--- config.mk ---
export PLATFORM = sky130hd
export DESIGN_NAME = drm_sdp_port_arbiter
export DESIGN_NICKNAME = d
export VERILOG_FILES = /design/src/rtl/drm_arb_pkg.sv /design/src/rtl/drm_rr_arbiter.sv /design/src/rtl/drm_sdp_port_arbiter.sv
export SDC_FILE = /design/constraint.sdc
export NUM_CORES = 1
export LEC_CHECK = 0
export CAP_MARGIN = 20
export CORE_ASPECT_RATIO = 0.5
export CORE_MARGIN = 3
export CORE_UTILIZATION = 39
export CTS_CLUSTER_DIAMETER = 200
export CTS_CLUSTER_SIZE = 14
export DETAILED_ROUTE_END_ITERATION = 8
export PLACE_DENSITY_LB_ADDON = 0.08
export SLEW_MARGIN = 40
export SYNTH_ARGS = -nofsm -noshare
export SYNTH_HDL_FRONTEND = slang
export SYNTH_SLANG_ARGS = --single-unit
--- constraint.sdc ---
create_clock -name clk -period 1.7 [get_ports clk]
set_input_delay 0.255 -clock clk [delete_from_list [all_inputs] [get_ports clk]]
set_output_delay 0.255 -clock clk [all_outputs]
set_load 0.05 [all_outputs]
--- src/rtl/drm_arb_pkg.sv ---
// Shared types and helpers for the DRM simple-dual-port arbiter.
// Holds the FSM state encoding, the read-tag struct and latency/ID-width helpers.
package drm_arb_pkg;

   localparam int MAX_REQ  = 8;
   localparam int MAX_ID_W = 3;

   typedef enum logic {
      S_INIT = 1'b0,
      S_RUN  = 1'b1
   } state_t;

   // Read tag travelling alongside the RAM read latency
   typedef struct packed {
      logic                valid;
      logic [MAX_ID_W-1:0] id;
   } tag_t;

   // RD_LAT = 1 + OUTPUT_REG
   function automatic int arb_rd_lat(input int output_reg);
      return 1 + output_reg;
   endfunction

   // ID_W = clog2(NUM_REQ), at least one bit
   function automatic int arb_id_w(input int num_req);
      return (num_req <= 2) ? 1 : $clog2(num_req);
   endfunction

endpackage

--- src/rtl/drm_rr_arbiter.sv ---
// Round-robin arbiter: grants the first request at or after ptr, wrapping.
// Ports: req (per requester), ptr (start index) -> grant (one-hot/zero), grant_idx.
module drm_rr_arbiter #(
   parameter int NUM_REQ = 2,
   parameter int ID_W    = 1
) (
   input  logic [NUM_REQ-1:0] req,
   input  logic [ID_W-1:0]    ptr,
   output logic [NUM_REQ-1:0] grant,
   output logic [ID_W-1:0]    grant_idx
);

   // Scan downward from ptr+NUM_REQ-1 so the nearest request at/after ptr wins.
   always_comb begin
      grant     = '0;
      grant_idx = '0;
      for (int p = 0; p < NUM_REQ; p++) begin
         if (ptr == ID_W'(p)) begin
            for (int k = NUM_REQ - 1; k >= 0; k--) begin
               if (req[(p + k) % NUM_REQ]) begin
                  grant                    = '0;
                  grant[(p + k) % NUM_REQ] = 1'b1;
                  grant_idx                = ID_W'((p + k) % NUM_REQ);
               end
            end
         end
      end
   end

endmodule

--- src/rtl/drm_sdp_port_arbiter.sv ---
// Shares one simple-dual-port DRM RAM between NUM_REQ requesters with
// independent round-robin arbitration on the write and read ports.
// Ports: wr_*/rd_* packed per-requester requests with valid/ready, rsp_valid
// (one-hot pulse) + rsp_data, init_done, ram_* to/from the RAM instance.
// Option: DRM_ARB_COLLISION_STALL_EN withholds a read whose address equals
// the same-cycle write address, so the read returns the new data.
module drm_sdp_port_arbiter
   import drm_arb_pkg::*;
#(
   parameter int NUM_REQ      = 2,
   parameter int ADDR_WIDTH   = 7,
   parameter int DATA_WIDTH   = 8,
   parameter int BE_WIDTH     = 1,
   parameter int OUTPUT_REG   = 0,
   parameter int CLEAR_ON_RST = 1
) (
   input  logic                          clk,
   input  logic                          rst,
   input  logic [NUM_REQ-1:0]            wr_valid,
   output logic [NUM_REQ-1:0]            wr_ready,
   input  logic [NUM_REQ*ADDR_WIDTH-1:0] wr_addr,
   input  logic [NUM_REQ*DATA_WIDTH-1:0] wr_data,
   input  logic [NUM_REQ*BE_WIDTH-1:0]   wr_byte_en,
   input  logic [NUM_REQ-1:0]            rd_valid,
   output logic [NUM_REQ-1:0]            rd_ready,
   input  logic [NUM_REQ*ADDR_WIDTH-1:0] rd_addr,
   output logic [NUM_REQ-1:0]            rsp_valid,
   output logic [DATA_WIDTH-1:0]         rsp_data,
   output logic                          init_done,
   output logic                          ram_wr_en,
   output logic [ADDR_WIDTH-1:0]         ram_wr_addr,
   output logic [DATA_WIDTH-1:0]         ram_wr_data,
   output logic [BE_WIDTH-1:0]           ram_wr_byte_en,
   output logic [ADDR_WIDTH-1:0]         ram_rd_addr,
   input  logic [DATA_WIDTH-1:0]         ram_rd_data
);

   localparam int RD_LAT = arb_rd_lat(OUTPUT_REG);
   localparam int ID_W   = arb_id_w(NUM_REQ);

   state_t                state;
   logic [ADDR_WIDTH-1:0] clr_cnt;
   logic [ID_W-1:0]       wr_ptr, rd_ptr, wr_idx, rd_idx;
   logic [NUM_REQ-1:0]    wr_gnt, rd_gnt;
   logic                  run, collide, wr_fire, rd_fire;
   logic [ADDR_WIDTH-1:0] wa [NUM_REQ];
   logic [ADDR_WIDTH-1:0] ra [NUM_REQ];
   logic [DATA_WIDTH-1:0] wd [NUM_REQ];
   logic [BE_WIDTH-1:0]   wb [NUM_REQ];
   tag_t                  pipe [RD_LAT];
   tag_t                  tag_in;

   always_comb begin
      for (int i = 0; i < NUM_REQ; i++) begin
         wa[i] = wr_addr[i*ADDR_WIDTH +: ADDR_WIDTH];
         ra[i] = rd_addr[i*ADDR_WIDTH +: ADDR_WIDTH];
         wd[i] = wr_data[i*DATA_WIDTH +: DATA_WIDTH];
         wb[i] = wr_byte_en[i*BE_WIDTH +: BE_WIDTH];
      end
   end

   drm_rr_arbiter #(.NUM_REQ(NUM_REQ), .ID_W(ID_W)) u_wr_arb (
      .req       (wr_valid),
      .ptr       (wr_ptr),
      .grant     (wr_gnt),
      .grant_idx (wr_idx)
   );

   drm_rr_arbiter #(.NUM_REQ(NUM_REQ), .ID_W(ID_W)) u_rd_arb (
      .req       (rd_valid),
      .ptr       (rd_ptr),
      .grant     (rd_gnt),
      .grant_idx (rd_idx)
   );

   // Grants are masked while clearing and while rst is asserted
   assign run = (state == S_RUN) && !rst;

`ifdef DRM_ARB_COLLISION_STALL_EN
   assign collide = (|wr_gnt) && (|rd_gnt) && (wa[wr_idx] == ra[rd_idx]);
`else
   assign collide = 1'b0;
`endif

   assign wr_ready = run ? wr_gnt : '0;
   assign rd_ready = (run && !collide) ? rd_gnt : '0;
   assign wr_fire  = |wr_ready;
   assign rd_fire  = |rd_ready;
   assign rsp_data = ram_rd_data;

   always_comb begin
      tag_in       = '0;
      tag_in.valid = rd_fire;
      tag_in.id    = MAX_ID_W'(rd_idx);
   end

   always_ff @(posedge clk) begin
      if (rst) begin
         state          <= (CLEAR_ON_RST != 0) ? S_INIT : S_RUN;
         init_done      <= (CLEAR_ON_RST == 0);
         clr_cnt        <= '0;
         wr_ptr         <= '0;
         rd_ptr         <= '0;
         ram_wr_en      <= 1'b0;
         ram_wr_addr    <= '0;
         ram_wr_data    <= '0;
         ram_wr_byte_en <= '0;
         ram_rd_addr    <= '0;
         rsp_valid      <= '0;
         for (int i = 0; i < RD_LAT; i++) pipe[i] <= '0;
      end else begin
         // Tag shifts in lockstep with the RAM read latency
         pipe[0] <= tag_in;
         for (int i = 1; i < RD_LAT; i++) pipe[i] <= pipe[i-1];
         rsp_valid <= pipe[RD_LAT-1].valid
                      ? (NUM_REQ'(1) << pipe[RD_LAT-1].id) : '0;
         ram_wr_en <= 1'b0;
         unique case (state)
            S_INIT: begin
               ram_wr_en      <= 1'b1;
               ram_wr_addr    <= clr_cnt;
               ram_wr_data    <= '0;
               ram_wr_byte_en <= '1;
               clr_cnt        <= clr_cnt + 1'b1;
               if (&clr_cnt) begin
                  state     <= S_RUN;
                  init_done <= 1'b1;
               end
            end
            S_RUN: begin
               if (wr_fire) begin
                  ram_wr_en      <= 1'b1;
                  ram_wr_addr    <= wa[wr_idx];
                  ram_wr_data    <= wd[wr_idx];
                  ram_wr_byte_en <= wb[wr_idx];
                  wr_ptr <= (wr_idx == ID_W'(NUM_REQ-1)) ? '0 : wr_idx + 1'b1;
               end
               if (rd_fire) begin
                  ram_rd_addr <= ra[rd_idx];
                  rd_ptr <= (rd_idx == ID_W'(NUM_REQ-1)) ? '0 : rd_idx + 1'b1;
               end
            end
         endcase
      end
   end

endmodule

Word level (Yosys, flattened, before mapping):

Memories as Yosys holds them, arrays and structs flattened.
Index checks and enable logic that the tools add are counted.

* register bits after elaboration: 37
* latch bits: 0
* bits in writable memories: 2
* ROM bits: 0
* input port bits: 60
* output and inout port bits: 39
* logic and storage cells: 88
* memories kept: 1

Memories
* pipe: words 1, bits a word 2, read ports 1, clocked after memory_dff 0, write ports 1, line drm_sdp_port_arbiter.sv:50 `tag_t pipe [RD_LAT];`

* add/sub/neg operators: 3
* multipliers: 0
* divide/modulo/power cells: 0
* order comparisons: 2
* eq/ne operators: 1
* shifts and indexed selects: 1
* mux-type cells: 55
* bitwise logic cells: 4
* reduce and logical (&&, ||, !) cells: 10

Operators by type and width (number)
* $mux W7: 7
* $mux W8: 4
* $mux W2: 15
* $mux W1: 25
* $pmux W8 S2: 1
* $pmux W7 S2: 1
* $reduce_and A8 Y1: 1
* $reduce_or A2 Y1: 4
* $add A7 B1 Y7 const B: 1
* $reduce_and A7 Y1: 1
* $ge A2 B2 Y1 const B: 2
* $not A1 Y2: 2
* $pmux W1 S2: 2
* $reduce_and A2 Y1: 2
* $shl A1 B3 Y2 const A: 1
* $add A1 B1 Y1 const B: 2
* $ne A2 B1 Y1 const B: 1
* $not A1 Y1: 2
* $logic_and A1 B1 Y1: 1
* $logic_not A1 Y1: 1

Depth between registers and ports, before layout:

* depth in word-level cells: 12
* mapped depth: 6

Modules after synthesis:

Synthesis repeated with hierarchy kept, for this count alone.

* cell total of the unflattened synthesis: 200
* area, all modules: 1905.6 um2

By module, submodules not included
* drm_sdp_port_arbiter: times used 1, cells an instance 192, area each 1853.0 um2, sequential area each 780.7 um2
* drm_rr_arbiter: times used 2, cells an instance 4, area each 26.3 um2, sequential area each 0.0 um2

Least setup slack after synthesis:

Ideal clock, no wire load.

* path type: reg-to-output
* from: register state
* to: output port rd_ready[0]
* data arrival time: 1.780 ns
* data required time: 1.445 ns
* path slack: -0.335 ns
* cell stages (with the launch flop): 4
* buffers on the path: 1
* cell sequence: dfxtp_1 > nand2b_1 > buf_2 > a211oi_1

* word-level cells in the longest chain between the ends: 2

Ends and longest elaborated chain
* start, declared: line drm_sdp_port_arbiter.sv:41 `state_t state;`
* start signal, assigned: line drm_sdp_port_arbiter.sv:99 `state <= (CLEAR_ON_RST != 0) ? S_INIT : S_RUN;`
* $logic_and A1 B1 Y1: line drm_sdp_port_arbiter.sv:77 `assign run = (state == S_RUN) && !rst;`
* $mux W2: line drm_sdp_port_arbiter.sv:86 `assign rd_ready = (run && !collide) ? rd_gnt : '0;`
* end, declared: line drm_sdp_port_arbiter.sv:25 `output logic [NUM_REQ-1:0] rd_ready,`

Every way passes these cells.

Worst setup path in the final report:

* from: input port rst
* to: output port wr_ready[0]

* word-level cells in the longest chain between the ends: 3

Ends and longest elaborated chain
* start, declared: line drm_sdp_port_arbiter.sv:18 `input logic rst,`
* $logic_not A1 Y1: line drm_sdp_port_arbiter.sv:77
* $logic_and A1 B1 Y1: line drm_sdp_port_arbiter.sv:77
* $mux W2: line drm_sdp_port_arbiter.sv:85 `assign wr_ready = run ? wr_gnt : '0;`
* end, declared: line drm_sdp_port_arbiter.sv:20 `output logic [NUM_REQ-1:0] wr_ready,`

Every way passes these cells.

==> results.cfg <==
[outcome]
status = finished clean

[setup_path]
critPathMaxStageDelay_ns = 0.41
crit_fanout = 5
cp.required_ns = 1.44
slowest_stage = clkdlybuf4s50_1
startpoint_type = input port
cp_data_arrival_time_ns = 1.36
path_class = in -> out
end_kind = primary output
cp_num_buf_inv = 3
crit_cells = 5
reg2regPathDepth = 4
cp_cell_sequence = clkdlybuf4s50_1 -> nand2b_1 -> buf_4 -> nor2_1 -> buf_12
path_delay_family = buffers and inverters

[final_layout]
nets = 344
finalCoreUtilization_pct = 67.2
diodes = 0
fin_cells = 338
syn_to_final_growth_pct = 55.0
drive_gt1_share_pct = 20.8

[synthesis]
synth_top_family_by_area = simple AND/OR/NAND/NOR gates
synth-adder-area-share_pct = 0.693
post-synth-top-area-cell = dfxtp_1
synth_edf_count = 0
synth-xor-area-share_pct = 1.94
synth_top_area_share_pct = 43.2
synthTopCellsByArea = dfxtp_1 (43%), mux2i_1 (7.8%), buf_4 (4.6%), nor2_1 (4.6%), a311oi_1 (4.4%)
synth_area_sq_um = 1810
synth-seq-area-share_pct = 43.2
synthSimpleGateAreaFrac_pct = 19.1
synth_most_common_cell = dfxtp_1
muxShareOfSynthArea_pct = 7.76
yosysWarnings = 0
syn-num-nets = 266
synth_compound_area_share_pct = 19.1
synth_commonest_cells = dfxtp_1 (39), nor2_1 (22), nand2_1 (19), mux2i_1 (14)
ys_async_sr_fraction_pct = 0
synth.distinct_cells = 36
ys_seq_elements = 39
syn_inst = 205
syn_area_per_cell_sq_um = 8.81
synth_top_flop_cell = dfxtp_1

[clock_network]
cts_tree = built
cts_made_buffers = 5
cts_root_buffer = clkbuf_8
clk_latency_ns = 0.28
htreeDepth = 2
cts_sinks = 39
clk_pin_slew_ns = 0.08
cts.path.max_buffers = 2
hold_buffers = 0

[die]
die_area_sq_um = 5530
rows = 16
die_y_um = 54.1
core_area_sq_um = 4160
start_util_pct = 43.4
fp.dieW_um = 102
io_pins = 99

[global_route]
grt_pass1_wl_um = 7870
grt_max_degree = 39
antenna_found_initial = 0
grt_pass1_vias = 1751
gr-usage-all-layers_pct = 18.5
overflow = 0

[timing]
relSlewSlack_pct = 72.9
hold_slack_ns = 0.409
grt_setup_unrepaired = no
finalSetupViolCount = 0
max_freq_ghz = 0.617
period_share_pct = 95.3
tns_ns = 0
worst_slew_pin_slew_ns = 0.407
drv_slew = 0
hold_viol_final = 0
clock-skew-final_ns = 0.00648
timing.final.crit_period_ns = 1.62

[pwr]
p_leak_nw = 1.14
seqPwrFrac_pct = 46.6
clockPowerShare_pct = 39.5
combPwrFrac_pct = 13.9
swShare_pct = 22.3
power_switching_mw = 0.448
cellPowerDensity_nw_per_um2 = 720
vdd_drop_max_uv = 339
internal_power_mw = 1.56

[placed_design]
place_inst = 330
dpl.hpwl_um = 3720
globalplace.congestion = 0.715
io_buffers = 82

[drt]
firstDrtPassIters = 5
ant_nets = 0
viasPerCell = 5.31
vias = 1795
wl_um = 4970
post-route-drc-count = 0
routedWlPerCell_um = 14.7
first_iter_violations = 45

[hold_path]
whs_path_depth = 1
hold_path_class = reg -> reg

[job]
cap_violations = 0
[path summary, 6_finish.rpt]
kind	start	end	slack (ns)
worst min register to register	pipe[0][0]	rsp_valid[0]	0.41
worst min-delay path	pipe[0][0]	rsp_valid[0]	0.41
worst max register to register	state	clr_cnt[5]	0.32
worst max-delay path	rst	wr_ready[0]	0.08
[logic make-up after synthesis]
group                    count (synthesis)
XOR/XNOR                                 4
AO/OA/AOI/OAI                           48
AND/OR/NAND/NOR                         72
multiplexers                            14
flip-flops                              39
adder cells (fa/ha/maj)                  1
buffers and inverters                   27
[power by group through the flow]
stage               sequential, mW  combinational, mW  clock [mW]
detailed placement           0.960              0.279           0
finish                       0.939              0.280       0.794
CTS                          0.939              0.281       0.817
floorplan                    0.980              0.142           0
global route                 0.941              0.302       0.853
global placement             0.959              0.275           0
[routing by layer]
layer / up-vias / wire length, um / part of all wire [%] / track usage [%]
li1: 875 / - / - / -
met1: 846 / 2130 / 43 / 21.5
met2: 68 / 2430 / 49 / 33.9
met3: 6 / 392 / 7.9 / 6.99
met4: 0 / 17 / 0.34 / 2.61
met5: - / 0 / 0 / 0
[cells in the final DEF (no fill, tap or decap), types with 6 or more instances in the layout]
cell type	Yosys	routed
nor2_1	22	21
dfxtp_1	39	38
clkbuf_8	0	6
a21oi_1	13	13
mux2i_1	14	14
nand2_1	19	19
a2bb2oi_1	6	6
nand3_1	13	13
a211oi_1	8	7
buf_12	0	7
o22ai_1	6	6
a311oi_1	9	9
clkdlybuf4s50_1	0	51
buf_4	11	37
[cell type report]
type | instances | area (sq um)
clock inverter | 2 | 35.0
timing repair buffer | 95 | 928
inverter | 3 | 11.3
fill | 357 | 1370
multi-input combinational | 139 | 891
clock buffer | 6 | 82.6
tap | 54 | 67.6
sequential | 39 | 782
[per-stage QoR]
stage / setup slack (ns) / total power, mW / area [sq um]
2_1_floorplan: 0.138 / 1.12 / 1810
3_3_place_gp: 0.0128 / 1.23 / 2670
3_5_place_dp: -0.00397 / 1.24 / 2670
4_1_cts: 0.0288 / 2.04 / 2800
5_1_grt: 0.0113 / 2.10 / 2800
6_report: 0.0805 / 2.01 / 2800
[state kept, by name (all words and copies together) (netlist names)]
register	cells
ram_wr_en	1
ram_rd_addr	7
wr_ptr	1
pipe	2
ram_wr_byte_en	1
init_done	1
ram_wr_data	8
state	1
rd_ptr	1
clr_cnt	7
rsp_valid	2
ram_wr_addr	7
[what timing repair did]
item	in CTS	in global routing
pin swaps	0	1
endpoints found under the setup margin	1	1
gates resized for setup	2	0
setup buffers	0	0
gates cloned	0	0
Note: power is estimated with default switching activity, not from simulation.
